**config.mk**
```make
export PLATFORM = sky130hd
export DESIGN_NAME = branch_resolver
export DESIGN_NICKNAME = d
export VERILOG_FILES = /design/src/rtl/branch_resolver.sv
export SDC_FILE = /design/constraint.sdc
export NUM_CORES = 1
export LEC_CHECK = 0
export ABC_AREA = 1
export CORE_ASPECT_RATIO = 1.2
export CORE_UTILIZATION = 45
export CTS_CLUSTER_DIAMETER = 150
export DETAILED_ROUTE_END_ITERATION = 10
export PLACE_DENSITY_LB_ADDON = 0.2
export REMOVE_ABC_BUFFERS = 1
export SLEW_MARGIN = 5
export SYNTH_ARGS = -nofsm -noshare
export SYNTH_HDL_FRONTEND = slang
export SYNTH_SLANG_ARGS = --single-unit
```
**constraint.sdc**
```tcl
create_clock -name clk -period 2.21 [get_ports clk]
set_clock_uncertainty 0.2 [all_clocks]
set_input_delay 0.221 -clock clk [delete_from_list [all_inputs] [get_ports clk]]
set_output_delay 0.221 -clock clk [all_outputs]
set_load 0.01 [all_outputs]
```
**src/rtl/branch_resolver.sv**
```systemverilog
// Resolution-side partner of the saturating-counter predictor: queues issued
// predictions in order, checks them against resolved outcomes, and emits training/flush pulses.
module branch_resolver #(
  parameter int DEPTH = 4,
  parameter int CW    = 8
) (
  input  logic          clk,
  input  logic          reset,
  input  logic          pred_valid,
  input  logic          pred_taken,
  input  logic          res_valid,
  input  logic          res_taken,
  output logic          branch,
  output logic          taken,
  output logic          mispredict,
  output logic          full,
  output logic          empty,
  output logic          overflow,
  output logic          underflow,
  output logic [CW-1:0] br_count,
  output logic [CW-1:0] mp_count
);

  localparam int AW = (DEPTH > 1) ? $clog2(DEPTH) : 1;
  localparam logic [AW:0] CNT_FULL = (AW+1)'(DEPTH);

  function automatic logic [CW-1:0] sat_inc(input logic [CW-1:0] v);
    return (&v) ? v : v + CW'(1);
  endfunction

  logic [DEPTH-1:0] mem;
  logic [AW-1:0]    rd_ptr;
  logic [AW-1:0]    wr_ptr;
  logic [AW:0]      cnt;

  logic vld_p0;
  logic mis_p0;
  logic push_p0;
  logic drop_p0;
  logic unf_p0;

  logic vld_p1;
  logic taken_p1;
  logic mis_p1;

  assign full  = (cnt == CNT_FULL);
  assign empty = (cnt == '0);

  // Stage p0: decisions from pre-edge state
  always_comb begin
    vld_p0  = res_valid && !empty;
    unf_p0  = res_valid && empty;
    mis_p0  = vld_p0 && (mem[rd_ptr] != res_taken);
    // a flushing pop also discards the younger push in the same cycle
    push_p0 = pred_valid && !mis_p0 && (!full || vld_p0);
    drop_p0 = pred_valid && !mis_p0 && full && !vld_p0;
  end

  always_ff @(posedge clk) begin
    if (push_p0) mem[wr_ptr] <= pred_taken;
  end

  always_ff @(posedge clk or posedge reset) begin
    if (reset) begin
      rd_ptr <= '0;
      wr_ptr <= '0;
      cnt    <= '0;
    end else if (mis_p0) begin
      rd_ptr <= rd_ptr + AW'(1);
      wr_ptr <= rd_ptr + AW'(1);
      cnt    <= '0;
    end else begin
      rd_ptr <= rd_ptr + AW'(vld_p0);
      wr_ptr <= wr_ptr + AW'(push_p0);
      cnt    <= cnt + (AW+1)'(push_p0) - (AW+1)'(vld_p0);
    end
  end

  // Stage p1: registered training pulse, status and statistics
  always_ff @(posedge clk or posedge reset) begin
    if (reset) begin
      vld_p1    <= 1'b0;
      taken_p1  <= 1'b0;
      mis_p1    <= 1'b0;
      overflow  <= 1'b0;
      underflow <= 1'b0;
      br_count  <= '0;
      mp_count  <= '0;
    end else begin
      vld_p1   <= vld_p0;
      taken_p1 <= vld_p0 && res_taken;
      mis_p1   <= mis_p0;
      if (drop_p0) overflow <= 1'b1;
      if (unf_p0)  underflow <= 1'b1;
      if (vld_p0)  br_count <= sat_inc(br_count);
      if (mis_p0)  mp_count <= sat_inc(mp_count);
    end
  end

  assign branch     = vld_p1;
  assign taken      = taken_p1;
  assign mispredict = mis_p1;

endmodule
```
* Yosys cells after proc, flatten, opt, wreduce, memory -nomap -nowiden
Index checks and enable logic that the tools add are counted.
Storage, ports and cells: flip-flop bits (word level) 32, bits of input ports 6, output and inout bits 23, word-level logic and storage cells 52
Operators by class: add/sub/neg operators 7, order comparisons 3, eq/ne operators 2, mux-type cells 8, bitwise logic cells 2, reductions and logical operators 19
Operators with widths (number):
- 8-bit by 1-bit adder with 8-bit output, second input constant | 2
- 8-bit AND reduction | 2
- 1-bit logical AND | 9
- 2-bit by 3-bit less-than comparator with 1-bit output, second input constant | 2
- 2-bit by 1-bit adder with 2-bit output | 2
- 4-bit bitwise mux | 1
- 1-bit zero test | 4
- 2-bit two-way mux | 2
- 2-bit AND reduction | 2
- 3-bit by 1-bit adder with 3-bit output | 1
- 3-bit == test, second input constant | 1
- 3-bit zero test | 1
- 3-bit two-way mux | 1
- 3-bit by 1-bit subtractor with 3-bit output | 1
- 2-bit by 1-bit adder with 2-bit output, second input constant | 1
- 1-bit binary-select mux with 2-bit select | 1
- 1-bit demux with 2-bit select | 1
- 2-bit by 1-bit >= comparator with 1-bit output, second input constant | 1
- 1-bit two-way mux | 2
- 1-bit NOT | 2
- 1-bit logical OR | 1
- 1-bit inequality test | 1

* Longest topological paths before layout
depth in word-level cells 10, depth in mapped cells 15, gate-level depth less buffers 15

* Worst setup path before layout
OpenSTA, ideal clock, no wires.
kind flip-flop to flip-flop, from register cnt[1], to register cnt[2], setup time 0.113 ns, data arrival time 1.830 ns, data required time 1.897 ns, setup slack 0.067 ns, cell stages (with the launch flop) 15, path buffers 0, clock period less this slack 2.143 ns, cells stage by stage dfrtp_1 > inv_1 > nand3_2 > inv_2 > nor2_8 > nand3_4 > nand2_1 > nand2_1 > nand2_1 > ha_1 > inv_1 > fa_1 > xnor2_1 > nand2_1 > inv_1
On the way: word-level cells in the longest chain between the ends 10, elaborated cells between the ends (all ways) 13, those cells by class 2 x add/sub; 1 x eq/ne; 1 x mux; 9 x reduce/logical
RTL lines:
- from (decl) | line 34 | logic [AW:0] cnt;
- from (signal assigned) | line 75 | cnt <= cnt + (AW+1)'(push_p0) - (AW+1)'(vld_p0);
- 3-bit zero test * | line 47 | assign empty = (cnt == '0);
- named net empty | line 17 | output logic empty,
- 1-bit zero test * | line 51 | vld_p0 = res_valid && !empty;
- 1-bit logical AND * | line 51
- named net vld_p0 | line 36 | logic vld_p0;
- 1-bit logical AND | line 53 | mis_p0 = vld_p0 && (mem[rd_ptr] != res_taken);
- 1-bit zero test | line 55 | push_p0 = pred_valid && !mis_p0 && (!full || vld_p0);
- 1-bit logical AND (2 in series) | line 55
- 3-bit by 1-bit adder with 3-bit output | line 75
- 3-bit by 1-bit subtractor with 3-bit output | line 75
- 3-bit two-way mux * | line 68 | end else if (mis_p0) begin
Mark *: on every way through the listed nets, which the timed path passes. The rest lies on a longest branch. A chain may end at the register's enable or synchronous reset.

* Worst setup path after layout
from register rd_ptr[0], to register cnt[1]
On the way: word-level cells in the longest chain between the ends 10
RTL lines:
- from (decl) | line 32 | logic [AW-1:0] rd_ptr;
- from (signal assigned) | line 69 | rd_ptr <= rd_ptr + AW'(1);
- from (signal assigned) | line 73 | rd_ptr <= rd_ptr + AW'(vld_p0);
- 1-bit binary-select mux with 2-bit select * | line 53
- 1-bit two-way mux (not written as such) * | line 53
- 1-bit inequality test * | line 53
- 1-bit logical AND * | line 53
- 1-bit zero test | line 55
- 1-bit logical AND (2 in series) | line 55
- 3-bit by 1-bit adder with 3-bit output | line 75
- 3-bit by 1-bit subtractor with 3-bit output | line 75
- 3-bit two-way mux * | line 68
Every way passes the cells marked *; elsewhere a longest branch is shown, timed or not. The select of a mux whose other input is x is not followed.

==> tab_implementation.tex <==
\begin{tabular}{lr}
\hline
Metric & Value \\
\hline
\multicolumn{2}{l}{\textbf{Logic synthesis}} \\
Most instantiated flip-flop cell in the synthesis netlist & dfrtp\_1 \\
Register bit count reported by yosys & 32 \\
Post-synth ARST share & 87.5\% \\
Count of mapped cells out of synthesis & 199 \\
Synthesized cell area & 1760 um2 \\
Share of synthesized area occupied by flip-flops and latches & 46.6\% \\
Distinct cell type count after synthesis & 28 \\
Number of synthesized flops with an enable pin & 4 \\
Avg Inst Size Synth & 8.85 um2 \\
Yosys warns & 0 \\
\multicolumn{2}{l}{\textbf{Global route}} \\
Initial antenna violation count & 0 \\
Global-route wire length before repair & 5550 um \\
Via count of the first global-routing pass & 1327 \\
Maximum number of pins on one net before global-route repair & 29 \\
Global Route Usage Sum & 17.9\% \\
Gr ovfl total & 0 \\
\multicolumn{2}{l}{\textbf{STA}} \\
Worst relative slew slack & 76.1\% \\
Measured slew at the worst slew-check pin & 358 ps \\
Hold Vio Cnt, Final & 0 \\
Setup repair after global routing missed its margin & yes \\
Maximum frequency from static timing analysis & 461 MHz \\
Worst hold slack & 101 ps \\
Final cycle utilization of the critical path & 98.1\% \\
Final critical path time including I/O delays and setup & 2170 ps \\
Worst Setup Slack, final & 41.4 ps \\
\# setup viols final & 0 \\
Final Slew Violations & 0 \\
\multicolumn{2}{l}{\textbf{Clock tree}} \\
Later-pin clock latency in the skew report & 290 ps \\
Number of clock sinks & 32 \\
CTS tree & done \\
Buffer type at the clock tree root & clkbuf\_8 \\
Depth of the CTS H-tree & 2 \\
Maximum buffer depth of the clock tree & 2 \\
Clock-pin slew on the worst setup and hold paths & 70 ps \\
Cts bufs inserted & 5 \\
\# hold bufs at CTS & 0 \\
\multicolumn{2}{l}{\textbf{Setup path}} \\
Crit. End Element & flip-flop \\
Element type at the critical path start & flip-flop \\
Cell count of the worst reg-to-reg path & 15 \\
Worst-path fanout max & 4 \\
Category of the critical setup timing path & flip-flop to flip-flop \\
Worst reg2reg setup slack & 40 ps \\
Reg2Reg Launch Point & rd\_ptr[0] \\
Data required time of the worst path & 2190 ps \\
Critical register-to-register path endpoint & cnt[1] \\
Arrival time of data at the critical path endpoint & 2150 ps \\
\multicolumn{2}{l}{\textbf{Drt}} \\
Antenna-violating nets left & 0 \\
Count of vias placed by the detailed router & 1390 \\
Drt first pass iters & 4 \\
DRC & 0 \\
Final routed wire length divided by cell count & 11.3 um \\
First DRT Iteration DRCs & 46 \\
Drt via density & 4.65 \\
Total Routed Length & 3370 um \\
\multicolumn{2}{l}{\textbf{Die}} \\
Starting utilization of the core area & 47.7\% \\
Die area & 4170 um2 \\
Vertical extent of the die & 70.5 um \\
Standard-cell rows & 24 \\
Top Ports & 29 \\
Die extent in x & 59.1 um \\
Core region area & 3690 um2 \\
\multicolumn{2}{l}{\textbf{Cells and area}} \\
Final Cell Area & 2320 um2 \\
Fill count & 335 \\
Number of non-filler instances in the completed layout & 299 \\
Post-layout net count & 258 \\
Final core utilization & 62.8\% \\
N\_diodes & 0 \\
Share of post-route cells with drive strength above 1 & 19.8\% \\
Area Overhead vs Synth & 31.6\% \\
\multicolumn{2}{l}{\textbf{Power}} \\
Leakage power of the design & 1.16 nW \\
Power per unit of standard cell area & 1250 nW/um2 \\
VDD IR-drop max & 0.655 mV \\
\multicolumn{2}{l}{\textbf{Placement}} \\
Number of placed instances, taps included & 287 \\
Pre-CTS setup slack & -90.7 ps \\
Input/output buffers & 28 \\
Final HPWL DP & 2350 um \\
Post-detailed-placement cell area & 2170 um2 \\
Routability congestion estimate & 0.785 \\
\multicolumn{2}{l}{\textbf{Job}} \\
Max\_cap viols & 0 \\
\multicolumn{2}{l}{\textbf{Hold path}} \\
Class of the tightest hold or removal check & primary input to asynchronous set/reset pin \\
\multicolumn{2}{l}{\textbf{Outcome}} \\
Run status & completed \\
\hline
\end{tabular}
[synth_stat cells, types with 2 or more instances]
library cell / number / area, um2
dfrtp_1: 28 / 701
nand2_2: 2 / 12.5
nor3_1: 2 / 10.0
nand3_2: 6 / 60.1
o21ai_1: 2 / 10.0
inv_1: 27 / 101
ha_1: 5 / 62.6
inv_2: 4 / 15.0
nor2_1: 12 / 45.0
nand3_1: 11 / 55.1
edfxtp_1: 4 / 120
nand2_1: 65 / 244
xnor2_1: 8 / 70.1
nor2_8: 2 / 40.0
xor2_1: 7 / 61.3
o21ai_0: 2 / 10.0
[flip-flops by register name (all words and copies together), names as in the netlist]
name	flops
mispredict	1
br_count	8
underflow	1
rd_ptr	2
cnt	3
branch	1
overflow	1
mem	4
taken	1
wr_ptr	2
mp_count	8
[critical path, cell delays in order (launching register included)]
cell and delay (ps):
dfrtp_1 440, inv_2 110, nand2_2 50, nand3_2 70, nand2_2 60, nand2_2 90, nand3_4 70, nand2_2 60
nand2_2 60, nand2_2 70, ha_4 120, inv_2 30, fa_2 500, inv_1 40, nand2_1 50, inv_1 40
[worst max path at each step]
stage	to	from	cells after the start
after floorplan	cnt[2]	cnt[1]	14
after global placement	cnt[2]	res_valid	13
after detailed placement	cnt[2]	res_valid	13
after CTS	cnt[2]	cnt[1]	14
after global routing	cnt[1]	rd_ptr[0]	15
final	cnt[1]	rd_ptr[0]	15
[metal layers]
layer | vias to the layer above | track usage (%) | share of wire (%)
met5 | - | 0 | 0
met4 | 0 | 8.20 | 1.8
met3 | 6 | 4.94 | 3.5
met2 | 27 | 30.4 | 50
met1 | 644 | 20.4 | 44
li1 | 713 | - | -
[area by class of cell]
class	instances	area [um2]	area share (%)
clock buffer	8	90.1	3.89
inverter	32	125	5.40
multi-input combinational	135	846	36.5
sequential	32	822	35.5
tap	52	65.1	2.81
timing repair buffer	40	370	16.0
[per-stage QoR]
| step | TNS (ps) | total power, mW |
|---|---|---|
| global placement | -48.1 | 2.31 |
| finish | 0 | 2.89 |
| global route | -121 | 3.14 |
| floorplan | 0 | 1.85 |
| detailed placement | -168 | 2.35 |
| CTS | 0 | 2.83 |
[what timing repair did]
action	4_1_cts	5_1_grt
setup buffers	0	4
resized for setup	0	11
setup endpoints to repair	0	2
[cells by family (layout without fill, tap and decap cells)]
family / Yosys count / count (layout) / synth area share, %
buf+inv: 32 / 80 / 6.96
compound gates: 9 / 9 / 3.91
flops: 32 / 32 / 46.6
fa+ha+maj: 6 / 6 / 4.69
xor+xnor: 15 / 15 / 7.46
simple gates: 105 / 105 / 30.4
[placed cells by master, fill, tap and decap left out, types with 4 or more instances in the layout]
| master | Yosys | routed |
|---|---|---|
| nand3_2 | 6 | 6 |
| nand2_1 | 65 | 60 |
| clkdlybuf4s50_1 | 0 | 28 |
| buf_4 | 0 | 12 |
| nand3_1 | 11 | 11 |
| ha_1 | 5 | 4 |
| xnor2_1 | 8 | 8 |
| inv_2 | 4 | 4 |
| inv_1 | 27 | 26 |
| xor2_1 | 7 | 7 |
| nor2_1 | 12 | 12 |
| clkbuf_8 | 0 | 6 |
| dfrtp_1 | 28 | 27 |
| nand2_2 | 2 | 7 |
| edfxtp_1 | 4 | 4 |
[power breakdown]
part	switching [mW]	internal, mW
sequential	0.198	0.798
clock	0.214	0.254
combinational	0.746	0.682
No activity file was read; power rests on OpenSTA's default activity.
==> variant, RTL diff (same settings) <==
The output `mispredict` loses its register stage (`mis_p1` becomes a continuous assignment).
--- a/src/rtl/branch_resolver.sv
+++ b/src/rtl/branch_resolver.sv
@@ -82,5 +82,4 @@
       vld_p1    <= 1'b0;
       taken_p1  <= 1'b0;
-      mis_p1    <= 1'b0;
       overflow  <= 1'b0;
       underflow <= 1'b0;
@@ -90,5 +89,4 @@
       vld_p1   <= vld_p0;
       taken_p1 <= vld_p0 && res_taken;
-      mis_p1   <= mis_p0;
       if (drop_p0) overflow <= 1'b1;
       if (unf_p0)  underflow <= 1'b1;
@@ -98,4 +96,6 @@
   end
 
+  assign mis_p1 = mis_p0;
+
   assign branch     = vld_p1;
   assign taken      = taken_p1;
Behaviour: not the same (Yosys sat finds a counterexample within 4 cycles, from zero or initial values and one cycle with reset high).
==> variant against the unedited design <==
Power is 4.1% higher; sequential power is 3.3% lower; via count is 1.5% lower; sequential cell count is 1 lower; wire length is 3.6% lower; combinational power is 5% higher; synthesized cell count is 0.50% lower; utilization is 0.72 points higher; worst setup slack better by 19 ps; cell area is 0.32% higher; area after synthesis is 1.4% lower; largest power group unchanged.
==> variant: results <==
set metrics [dict create \
    ys_seq_area_share_pct 45.8 \
    gp_congestion 0.767 \
    synth.top_cells.by_count "65 x nand2_1, 27 x dfrtp_1, 27 x inv_1, 12 x nor2_1, 11 x nand3_1" \
    firstDrtPassIters 4 \
    grt_pass1_vias 1215 \
    wl_um 3250 \
    cp_max_fo 4 \
    grt_max_degree 28 \
    route.met2.wl_um 1520 \
    synthArstFlopShare_pct 87.1 \
    wl_per_cell_um 10.9 \
    track_usage_pct 17.2 \
    worst_slew_pin_slew_ps 343 \
    synth.top_cell.area_share_pct 38.9 \
    outcome "complete, no violations" \
    placed_cells 288 \
    dpl.hpwl_um 2250 \
    leakage_uw 0.00117 \
    fp.coreArea_sq_um 3660 \
    grt_first_pass_wirelength_um 5290 \
    dr_wl_met3_um 139 \
    synth_area_leaders "dfrtp_1 39%, nand2_1 14%, edfxtp_1 6.9%" \
    syn_area_per_cell_sq_um 8.77 \
    drt_first_iter_violations 53 \
    synth_edf_count 4 \
    antenna_cells 0 \
    max_stage_delay_ps 520 \
    crit_arrival_ps 2140 \
    postCtsResizedCells 1 \
    period_needed_ps 2150 \
    drt-vias-per-instance 4.58 \
    drt-met1-wl_um 1530 \
    placed_cell_area_sq_um 2160 \
    irDropWorstVdd_mv 0.638 \
    drive_gt1_share_pct 21.9 \
    r2r_slack_ps 60 \
    netSwitchingPower_uw 1190 \
    startpoint "rd_ptr[0]" \
    h-tree-depth 2 \
    pre_cts_ws_ps -55.2 \
    post_cts_buffers 1 \
    largest_registers "br_count x8, mp_count x8, mem x4" \
    top_layer_used "met4" \
]
variant: changes by cell type after synthesis:
cell / unedited run / this run
dfrtp_1: 28 / 27
variant: through the flow:
stage | hold WS, ps | power [uW] | utilization, % | setup TNS [ps]
3_5_place_dp | 260 | 2350 | 58.9 | -105
6_report | 104 | 3010 | 63.5 | 0
2_1_floorplan | 73.7 | 1820 | - | 0
4_1_cts | 118 | 2920 | 62.0 | 0
3_3_place_gp | 250 | 2310 | 58.9 | -53.0
5_1_grt | 139 | 3240 | 63.5 | -62.1
variant: how the worst min path moves through the flow:
stage / end / slack (ps)
3_5_place_dp: overflow / 260
5_1_grt: underflow / 140
2_1_floorplan: br_count[0] / 70
4_1_cts: branch / 120
3_3_place_gp: overflow / 250
6_report: branch / 100
variant: metal layers:
layer,vias up,GRT usage [%]
met2,23,26.4
met4,0,7.14
met5,-,0
li1,710,-
met3,7,5.56
met1,629,22.1
variant: cell families (layout without fill, tap and decap cells):
| logic type | count (synthesis) | in the layout | share of synthesized area [%] |
|---|---|---|---|
| compound gates | 9 | 9 | 3.96 |
| xor+xnor | 15 | 15 | 7.57 |
| fa+ha+maj | 6 | 6 | 4.76 |
| buf+inv | 32 | 81 | 7.06 |
| flops | 31 | 31 | 45.8 |
| simple gates | 105 | 105 | 30.8 |
variant: cell type report:
cell class,count,area (sq um)
multi-input cells,135,856
flip-flops and latches,31,796
clock inverters,3,38.8
repair buffers,41,377
inverters,32,125
fillers,316,1340
well taps,52,65.1
clock buffers,5,68.8
variant: power groups by stage:
stage	Sequential, uW	Clock (uW)	Combinational [uW]
finish	963	551	1500
global route	991	586	1660
CTS	957	563	1400
detailed placement	970	0	1380
global placement	974	0	1340
floorplan	992	0	828
